`src/rtl/axi_id_alloc_ctrl.sv`:
```
// Slot allocator for an AXI ID remapper: maps wide master IDs onto TableSize narrow IDs with per-slot txn counters.
// Optional statistics (peak slot usage, stall cycles) are built when AXI_ID_ALLOC_STATS_EN is defined.
module axi_id_alloc_ctrl #(
  parameter int InIdWidth    = 8,
  parameter int OutIdWidth   = 4,
  parameter int TableSize    = 4,
  parameter int MaxTxnsPerId = 4
) (
  input  logic                  clk_i,
  input  logic                  rst_i,
  input  logic                  alloc_valid_i,
  input  logic [InIdWidth-1:0]  alloc_id_i,
  output logic                  alloc_ready_o,
  output logic [OutIdWidth-1:0] alloc_oup_id_o,
  input  logic                  free_valid_i,
  input  logic [OutIdWidth-1:0] free_oup_id_i,
  output logic [InIdWidth-1:0]  free_inp_id_o,
  output logic                  full_o,
  output logic                  empty_o,
  output logic                  err_o
`ifdef AXI_ID_ALLOC_STATS_EN
  ,
  output logic [$clog2(TableSize+1)-1:0] peak_used_o,
  output logic [15:0]                    stall_cnt_o
`endif
);

  localparam int CntW  = $clog2(MaxTxnsPerId + 1);
  localparam int UsedW = $clog2(TableSize + 1);
  localparam logic [CntW-1:0] MaxCnt = CntW'(MaxTxnsPerId);

  logic [CntW-1:0]      cnt_reg    [TableSize];
  logic [InIdWidth-1:0] inp_id_reg [TableSize];
  logic                 err_reg;

  logic [TableSize-1:0]  slot_valid, id_match, free_sel, alloc_sel;
  logic                  hit, hit_room, fire, free_ok;
  logic [OutIdWidth-1:0] hit_idx, miss_idx;

  for (genvar gi = 0; gi < TableSize; gi++) begin : g_slot
    assign slot_valid[gi] = (cnt_reg[gi] != '0);
    assign id_match[gi]   = slot_valid[gi] && (inp_id_reg[gi] == alloc_id_i);
    assign free_sel[gi]   = free_valid_i && (free_oup_id_i == OutIdWidth'(gi));
    assign alloc_sel[gi]  = fire && (alloc_oup_id_o == OutIdWidth'(gi));
  end

  assign full_o  = &slot_valid;
  assign empty_o = ~|slot_valid;
  assign err_o   = err_reg;
  assign hit     = |id_match;
  assign free_ok = |(free_sel & slot_valid);

  // Descending scans leave the lowest matching index; a full table falls back to slot 0.
  always_comb begin
    hit_idx       = '0;
    hit_room      = 1'b0;
    miss_idx      = '0;
    free_inp_id_o = '0;
    for (int i = TableSize - 1; i >= 0; i--) begin
      if (id_match[i]) begin
        hit_idx  = OutIdWidth'(i);
        hit_room = (cnt_reg[i] < MaxCnt);
      end
      if (!slot_valid[i]) miss_idx = OutIdWidth'(i);
    end
    for (int i = 0; i < TableSize; i++) begin
      if (free_oup_id_i == OutIdWidth'(i)) free_inp_id_o = inp_id_reg[i];
    end
  end

  // Grant uses registered state only, so a same-cycle free never unblocks the request early.
  assign alloc_oup_id_o = hit ? hit_idx : miss_idx;
  assign alloc_ready_o  = hit ? hit_room : !full_o;
  assign fire           = alloc_valid_i && alloc_ready_o;

  always_ff @(posedge clk_i or posedge rst_i) begin
    if (rst_i) begin
      for (int i = 0; i < TableSize; i++) begin
        cnt_reg[i]    <= '0;
        inp_id_reg[i] <= '0;
      end
      err_reg <= 1'b0;
    end else begin
      for (int i = 0; i < TableSize; i++) begin
        if (alloc_sel[i] && !(free_sel[i] && slot_valid[i])) begin
          cnt_reg[i] <= cnt_reg[i] + CntW'(1);
        end else if (!alloc_sel[i] && free_sel[i] && slot_valid[i]) begin
          cnt_reg[i] <= cnt_reg[i] - CntW'(1);
        end
        if (alloc_sel[i] && !hit) inp_id_reg[i] <= alloc_id_i;
      end
      err_reg <= free_valid_i && !free_ok;
    end
  end

`ifdef AXI_ID_ALLOC_STATS_EN
  logic [UsedW-1:0] used_cnt;
  logic [UsedW-1:0] peak_used_reg;
  logic [15:0]      stall_cnt_reg;

  always_comb begin
    used_cnt = '0;
    for (int i = 0; i < TableSize; i++) used_cnt = used_cnt + UsedW'(slot_valid[i]);
  end

  always_ff @(posedge clk_i or posedge rst_i) begin
    if (rst_i) begin
      peak_used_reg <= '0;
      stall_cnt_reg <= '0;
    end else begin
      if (used_cnt > peak_used_reg) peak_used_reg <= used_cnt;
      if (alloc_valid_i && !alloc_ready_o && (stall_cnt_reg != 16'hFFFF))
        stall_cnt_reg <= stall_cnt_reg + 16'd1;
    end
  end

  assign peak_used_o = peak_used_reg;
  assign stall_cnt_o = stall_cnt_reg;
`endif

  for (genvar gi = 0; gi < TableSize; gi++) begin : g_cnt_chk
    a_cnt_max: assert property (@(posedge clk_i) disable iff (rst_i) cnt_reg[gi] <= MaxCnt);
  end

  a_id_stable: assert property (@(posedge clk_i) disable iff (rst_i)
    (alloc_valid_i && !alloc_ready_o) |=> $stable(alloc_id_i));

endmodule

```
`config.mk`:
```
export PLATFORM = sky130hd
export DESIGN_NAME = axi_id_alloc_ctrl
export DESIGN_NICKNAME = d
export VERILOG_FILES = /design/src/rtl/axi_id_alloc_ctrl.sv
export SDC_FILE = /design/constraint.sdc
export NUM_CORES = 1
export LEC_CHECK = 0
export BUFFER_PORTS_ARGS = -buffer_cell sky130_fd_sc_hd__buf_4
export CAP_MARGIN = 20
export CORE_ASPECT_RATIO = 0.6
export CORE_MARGIN = 3
export CORE_UTILIZATION = 50
export CTS_CLUSTER_DIAMETER = 40
export DETAILED_ROUTE_END_ITERATION = 6
export HOLD_SLACK_MARGIN = 0.02
export PLACE_DENSITY = 0.73
export SYNTH_ARGS = -nofsm -noshare
export SYNTH_HDL_FRONTEND = slang
export SYNTH_SLANG_ARGS = --single-unit
```
`constraint.sdc`:
```
create_clock -name clk_i -period 5.8 [get_ports clk_i]
set_input_delay 0.87 -clock clk_i [delete_from_list [all_inputs] [get_ports clk_i]]
set_output_delay 0.87 -clock clk_i [all_outputs]
set_load 0.01 [all_outputs]
```
==> run_results.csv, run 1 <==
group,metric,value,unit
status,status,"finished, final reports clean",
setup_path,cp-start-kind,"input port",
power_and_ir_drop,peakVddDrop,0.227,mV
synthesis,syn-cell-area,0.00290,mm^2
cells_and_area,finish.net_count,293,
sta,fin_skew,0.0179,ns
clock_network,ctsHoldBuffers,0,
global_routing,grt_pass1_vias,1946,
cells_and_area,instances_no_fill,351,
route,wl_per_cell,17.6,um
route,vias,1969,
route,met1_length,3200,um
clock_network,cts_tree,"built",
run,drv_cap,0,
setup_path,worst_setup_path_end_kind,"register",
sta,setup_viol,0,
clock_network,worstSkewPairLatency,0.30,ns
clock_network,cts_setup_buffers,0,
synthesis,synth-simple-area-share,0.154,
power_and_ir_drop,p_per_area,494,mW/mm^2
floorplanning,die_x,104,um
cells_and_area,diodes,0,
place,dp_cells,342,
sta,worstMarginPinSlew,0.793,ns
floorplanning,rows,20,
synthesis,ys_async_sr_fraction,1.00,
floorplanning,ios,32,
global_routing,grt_max_degree,46,
clock_network,htreeDepth,2,
floorplanning,start_util,0.544,
global_routing,grtUsageTotal,0.201,
setup_path,reg2reg_to,"cnt_reg[8]$_DFFE_PP0P_",
setup_path,rr_worst_depth,10,
synthesis,synth-seq-cells,45,
synthesis,netlist_instances,253,
synthesis,seq_area_frac_synth,0.388,
synthesis,synth-main-ff-cell,"dfrtp_1",
route,wl_met2,2440,um
synthesis,ys_warn_count,0,
power_and_ir_drop,power,1.60,mW
setup_path,arrival,3.99,ns
synthesis,synth_top_family_by_area,"multiplexers",
power_and_ir_drop,cellLeakagePower,1.30,nW
synthesis,synth_compound_gate_area_share,0.0405,
clock_network,clock_sinks,45,
route,top_layer,"met4",
setup_path,crit_required,6.04,ns
synthesis,netlist.top_cell.by_area,"dfrtp_1",
clock_network,postCtsResizedCells,0,
clock_network,root_buffer,"clkbuf_8",
route,drc,0,
sta,drv_slew,0,
place,io_buffers,29,
place,placed_area,0.00311,mm^2
route,dr.pass1.iters,4,
hold_path,hold_class,"input port to asynchronous set/reset pin",
cells_and_area,most-common-layout-cells,"45 x dfrtp_1, 30 x xnor2_1, 29 x mux2_1, 29 x buf_4",
synthesis,synth_cell_types,49,
synthesis,synth_edf_count,0,
setup_path,r2r-start,"inp_id_reg[7]$_DFFE_PP0P_",
place,place.gp.congestion,0.904,
cells_and_area,syn_to_final_growth,11.3,%
synthesis,synth_xor_area_frac,0.133,
sta,setup_slack,2.05,ns
global_routing,antenna_found_initial,0,
sta,hold_viol_final,0,
cells_and_area,design_area,0.00323,mm^2
route,drt_iter0_markers,180,
cells_and_area,final_layout_size_suffix_gt1_frac,0.241,
synthesis,avgSynthCellArea,11.5,um^2
route,routed_via_density,5.61,
cells_and_area,largest_register_ffs,32,
sta,fin_crit_sh,0.647,
route,drtAntennaViolNets,0,
clock_network,clk_path_buf_depth,2,
setup_path,crit_fanout,11,
setup_path,crit_type,"input port to register",
synthesis,synth_top_area_share,0.388,
cells_and_area,final_util,0.606,
global_routing,grt_overflow,0,
synthesis,synthMuxAreaShare,0.210,
clock_network,clkTransAtPathRegs,0.09,ns
sta,grt_setup_unrepaired,"false",
floorplanning,core,0.00533,mm^2
sta,tns,0,ns
floorplanning,die_y,65.0,um
place,dp_hpwl,4660,um
synthesis,synthAdderAreaFrac,0.0276,
synthesis,synth_area_leaders,"dfrtp_1 39%, mux2_1 11%, xnor2_1 9.1%",
sta,fmax,0.266,GHz
sta,slew_headroom,0.471,
route,routed_wl,6190,um
cells_and_area,layout_commonest_cell,"dfrtp_1",
clock_network,cts_made_buffers,5,
route,dr_wl_met3,521,um
setup_path,reg2reg_setup_slack,2.34,ns
global_routing,grt_pass1_wl,10500,um
place,dp_slack,1.82,ns
sta,post-route-min-period,3.75,ns
sta,holdWs,0.485,ns
floorplanning,die_area,0.00678,mm^2
==> cells by family after synthesis <==
kind of cell               after synthesis
buffers and inverters                   24
AOI/OAI and AO/OA                       15
DFF                                     45
adders and majority gates                4
other                                    1
xor gates and xnor gates                42
and+or+nand+nor                         76
muxes                                   46
==> power breakdown <==
part / internal [mW] / leakage, nW / switching, mW
logic: 0.407 / 0.711 / 0.349
registers: 0.473 / 0.540 / 0.161
clock network: 0.0968 / 0.0512 / 0.110
==> Yosys cell counts (3+ instances only) <==
cell      count
buf_4         6
buf_2         8
nor4_1        5
dfrtp_1      45
nand3_1       5
nor2_1        5
nand4_1       6
xor2_1       11
xnor2_1      30
mux2_2        7
or3_1         4
nor3_1       10
mux4_2        8
nand2_1      11
nor3_2        3
and2_1        9
mux2_1       29
fa_1          4
a21oi_1       5
inv_1         6
nand2b_1      4
==> per-layer routing <==
metal	track usage	vias up
met4	0.0348	0
met1	0.327	970
met3	0.0408	2
met2	0.273	75
li1	-	922
met5	0	-
==> critical path, cell delays in order <==
cell      delay, ns
buf_4          0.14
xnor2_1        0.24
nand4_1        0.16
nor3_1         0.38
o21bai_1       0.14
a21oi_1        0.66
and2_4         0.31
nand2_1        0.07
fa_1           0.41
or4_1          0.51
nand3_1        0.09
==> worst max path at each step <==
| stage | slack (ns) | end | from | cells past startpoint |
|---|---|---|---|---|
| after floorplan | 2.28 | cnt_reg[11]$_DFFE_PP0P_ | alloc_id_i[4] | 14 |
| after global placement | 1.92 | cnt_reg[8]$_DFFE_PP0P_ | alloc_id_i[1] | 11 |
| after detailed placement | 1.82 | cnt_reg[8]$_DFFE_PP0P_ | alloc_id_i[1] | 11 |
| after CTS | 2.11 | cnt_reg[8]$_DFFE_PP0P_ | alloc_id_i[1] | 11 |
| after global routing | 1.78 | cnt_reg[8]$_DFFE_PP0P_ | alloc_id_i[3] | 11 |
| final | 2.05 | cnt_reg[8]$_DFFE_PP0P_ | alloc_id_i[1] | 11 |
==> final cells by class <==
type | instances | area, um^2
fillers | 464 | 2100
multi-input cells | 185 | 1650
flip-flops and latches | 45 | 1130
repair buffers | 30 | 238
well taps | 77 | 96.3
clock buffers | 6 | 82.6
inverters | 6 | 22.5
clock inverters | 2 | 13.8
No activity file was read; power rests on OpenSTA's default activity.
==> run 2, diff against run 1 <==
--- a/config.mk
+++ b/config.mk
@@ -13,7 +13,7 @@
 export CTS_CLUSTER_DIAMETER = 40
 export DETAILED_ROUTE_END_ITERATION = 6
 export HOLD_SLACK_MARGIN = 0.02
-export PLACE_DENSITY = 0.73
+export PLACE_DENSITY = 0.75
 export SYNTH_ARGS = -nofsm -noshare
 export SYNTH_HDL_FRONTEND = slang
 export SYNTH_SLANG_ARGS = --single-unit
==> constraint.sdc (replaced) <==
create_clock -name clk_i -period 3.2 [get_ports clk_i]
set_input_delay 0.48 -clock clk_i [delete_from_list [all_inputs] [get_ports clk_i]]
set_output_delay 0.48 -clock clk_i [all_outputs]
set_load 0.01 [all_outputs]
==> run 2 against run 1 <==
Net effect: non-clock buffer count rose by 24; die area stayed put; register-to-register slack worse by 2.2 ns.
==> run_results.csv, run 2 (synthesis results as in run 1) <==
group,metric,value,unit
status,status,"finished, final reports clean",
cells_and_area,fill_cells,425,
sta,fmax,0.330,GHz
place,dp_slack,-0.0989,ns
power_and_ir_drop,power,3.05,mW
clock_network,clk_path_buf_depth,2,
clock_network,worstSkewPairLatency,0.30,ns
sta,post-route-min-period,3.03,ns
clock_network,root_buffer,"clkbuf_8",
floorplanning,rows,20,
global_routing,grt_pass1_vias,1975,
cells_and_area,final_layout_size_suffix_gt1_frac,0.312,
setup_path,slowest_delay,0.42,ns
global_routing,grtUsageTotal,0.203,
route,wl_per_cell,17.2,um
route,vias,2038,
power_and_ir_drop,p_per_area,890,mW/mm^2
clock_network,cts_tree,"built",
sta,holdWs,0.0713,ns
cells_and_area,most-common-layout-cells,"53 x buf_4, 45 x dfrtp_1, 30 x xnor2_1, 29 x mux2_1",
sta,setup_viol,0,
clock_network,clock_sinks,45,
cells_and_area,diodes,0,
power_and_ir_drop,cellLeakagePower,1.42,nW
route,routed_wl,6450,um
setup_path,reg2reg_setup_slack,0.17,ns
cells_and_area,design_area,0.00342,mm^2
floorplanning,start_util,0.544,
place,dp_cells,363,
setup_path,reg2reg_to,"cnt_reg[5]$_DFFE_PP0P_",
cells_and_area,final_util,0.642,
cells_and_area,finish.net_count,317,
cells_and_area,layout_commonest_cell,"buf_4",
setup_path,cp-start-kind,"register",
sta,setup_slack,0.173,ns
route,drc,0,
route,drt_iter0_markers,134,
route,drtAntennaViolNets,0,
floorplanning,die_area,0.00678,mm^2
sta,hold_viol_final,0,
floorplanning,die_x,104,um
place,io_buffers,29,
global_routing,grt_pass1_wl,10600,um
global_routing,grt_max_degree,46,
setup_path,crit_required,3.41,ns
route,dr.pass1.iters,4,
setup_path,rr_worst_depth,11,
place,placed_area,0.00327,mm^2
clock_network,ctsHoldBuffers,0,
sta,fin_skew,0.0161,ns
global_routing,grt_overflow,0,
setup_path,cp_slowest_cell,"dfrtp_1",
floorplanning,die_y,65.0,um
cells_and_area,instances_no_fill,375,
place,place.gp.congestion,0.896,
clock_network,htreeDepth,2,
hold_path,hold_class,"input port to asynchronous set/reset pin",
setup_path,arrival,3.23,ns
global_routing,antenna_found_initial,0,
cells_and_area,syn_to_final_growth,18.0,%
setup_path,crit_chain,"xor2_1 > nor4_1 > and3_2 > mux2_4 > a2111oi_4 > and2b_4 > nand2_1 > fa_2 > and2_1 > mux2i_1 > xnor2_1",
setup_path,crit_type,"register to register",
place,dp_hpwl,4930,um
floorplanning,core,0.00533,mm^2
clock_network,cts_made_buffers,5,
run,drv_cap,0,
sta,fin_crit_sh,0.946,
power_and_ir_drop,peakVddDrop,0.365,mV
route,routed_via_density,5.43,
setup_path,worst_setup_path_end_kind,"register",
floorplanning,ios,32,
setup_path,crit_fanout,4,
sta,tns,0,ns
clock_network,clkTransAtPathRegs,0.09,ns
sta,drv_slew,0,
sta,grt_setup_unrepaired,"false",
cells_and_area,largest_register_ffs,32,
setup_path,r2r-start,"inp_id_reg[12]$_DFFE_PP0P_",
## run 2: how the worst max path moves through the flow
stage                                           from                 endpoint  slack, ns  depth (start not counted)
after detailed placement               alloc_id_i[5]   cnt_reg[5]$_DFFE_PP0P_       -0.1                         12
after global routing      inp_id_reg[12]$_DFFE_PP0P_   cnt_reg[5]$_DFFE_PP0P_       0.01                         11
final                     inp_id_reg[12]$_DFFE_PP0P_   cnt_reg[5]$_DFFE_PP0P_       0.17                         11
after CTS                 inp_id_reg[13]$_DFFE_PP0P_   cnt_reg[5]$_DFFE_PP0P_       0.12                         11
after floorplan                        alloc_id_i[4]  cnt_reg[11]$_DFFE_PP0P_       0.07                         14
after global placement                 alloc_id_i[5]  cnt_reg[11]$_DFFE_PP0P_      -0.12                         12
## run 2: layer usage
| metal | GRT usage | vias up | routed length [um] |
|---|---|---|---|
| met2 | 0.275 | 54 | 2640 |
| met3 | 0.0448 | 2 | 445 |
| met1 | 0.329 | 1011 | 3340 |
| li1 | - | 971 | - |
| met4 | 0.0348 | 0 | 21 |
| met5 | 0 | - | 0 |
## run 2: critical path, delay by kind of cell, from the launching register on
kind	cells	cell delay, ns
adder cells (fa/ha/maj)	1	0.36
multiplexers	2	0.49
AO/OA/AOI/OAI	1	0.30
flip-flops	1	0.42
XOR/XNOR	2	0.34
AND/OR/NAND/NOR	5	1.02
## run 2: layout make-up
type | count | area (um^2) | share of cell area
repair buffers | 54 | 418 | 0.122
clock inverters | 2 | 13.8 | 0.00402
inverters | 6 | 22.5 | 0.00658
well taps | 77 | 96.3 | 0.0281
clock buffers | 6 | 82.6 | 0.0241
flip-flops and latches | 45 | 1130 | 0.329
multi-input cells | 185 | 1670 | 0.486
## run 2: where the power goes
group / internal (mW) / total [mW] / switching (mW)
clock: 0.175 / 0.370 / 0.195
sequential: 0.857 / 1.17 / 0.308
combinational: 0.852 / 1.51 / 0.659
## run 2: what timing repair did
| item | CTS | global route |
|---|---|---|
| gates resized for setup | 0 | 4 |
| buffers inserted | 0 | 3 |
| endpoints found under the setup margin | 0 | 2 |
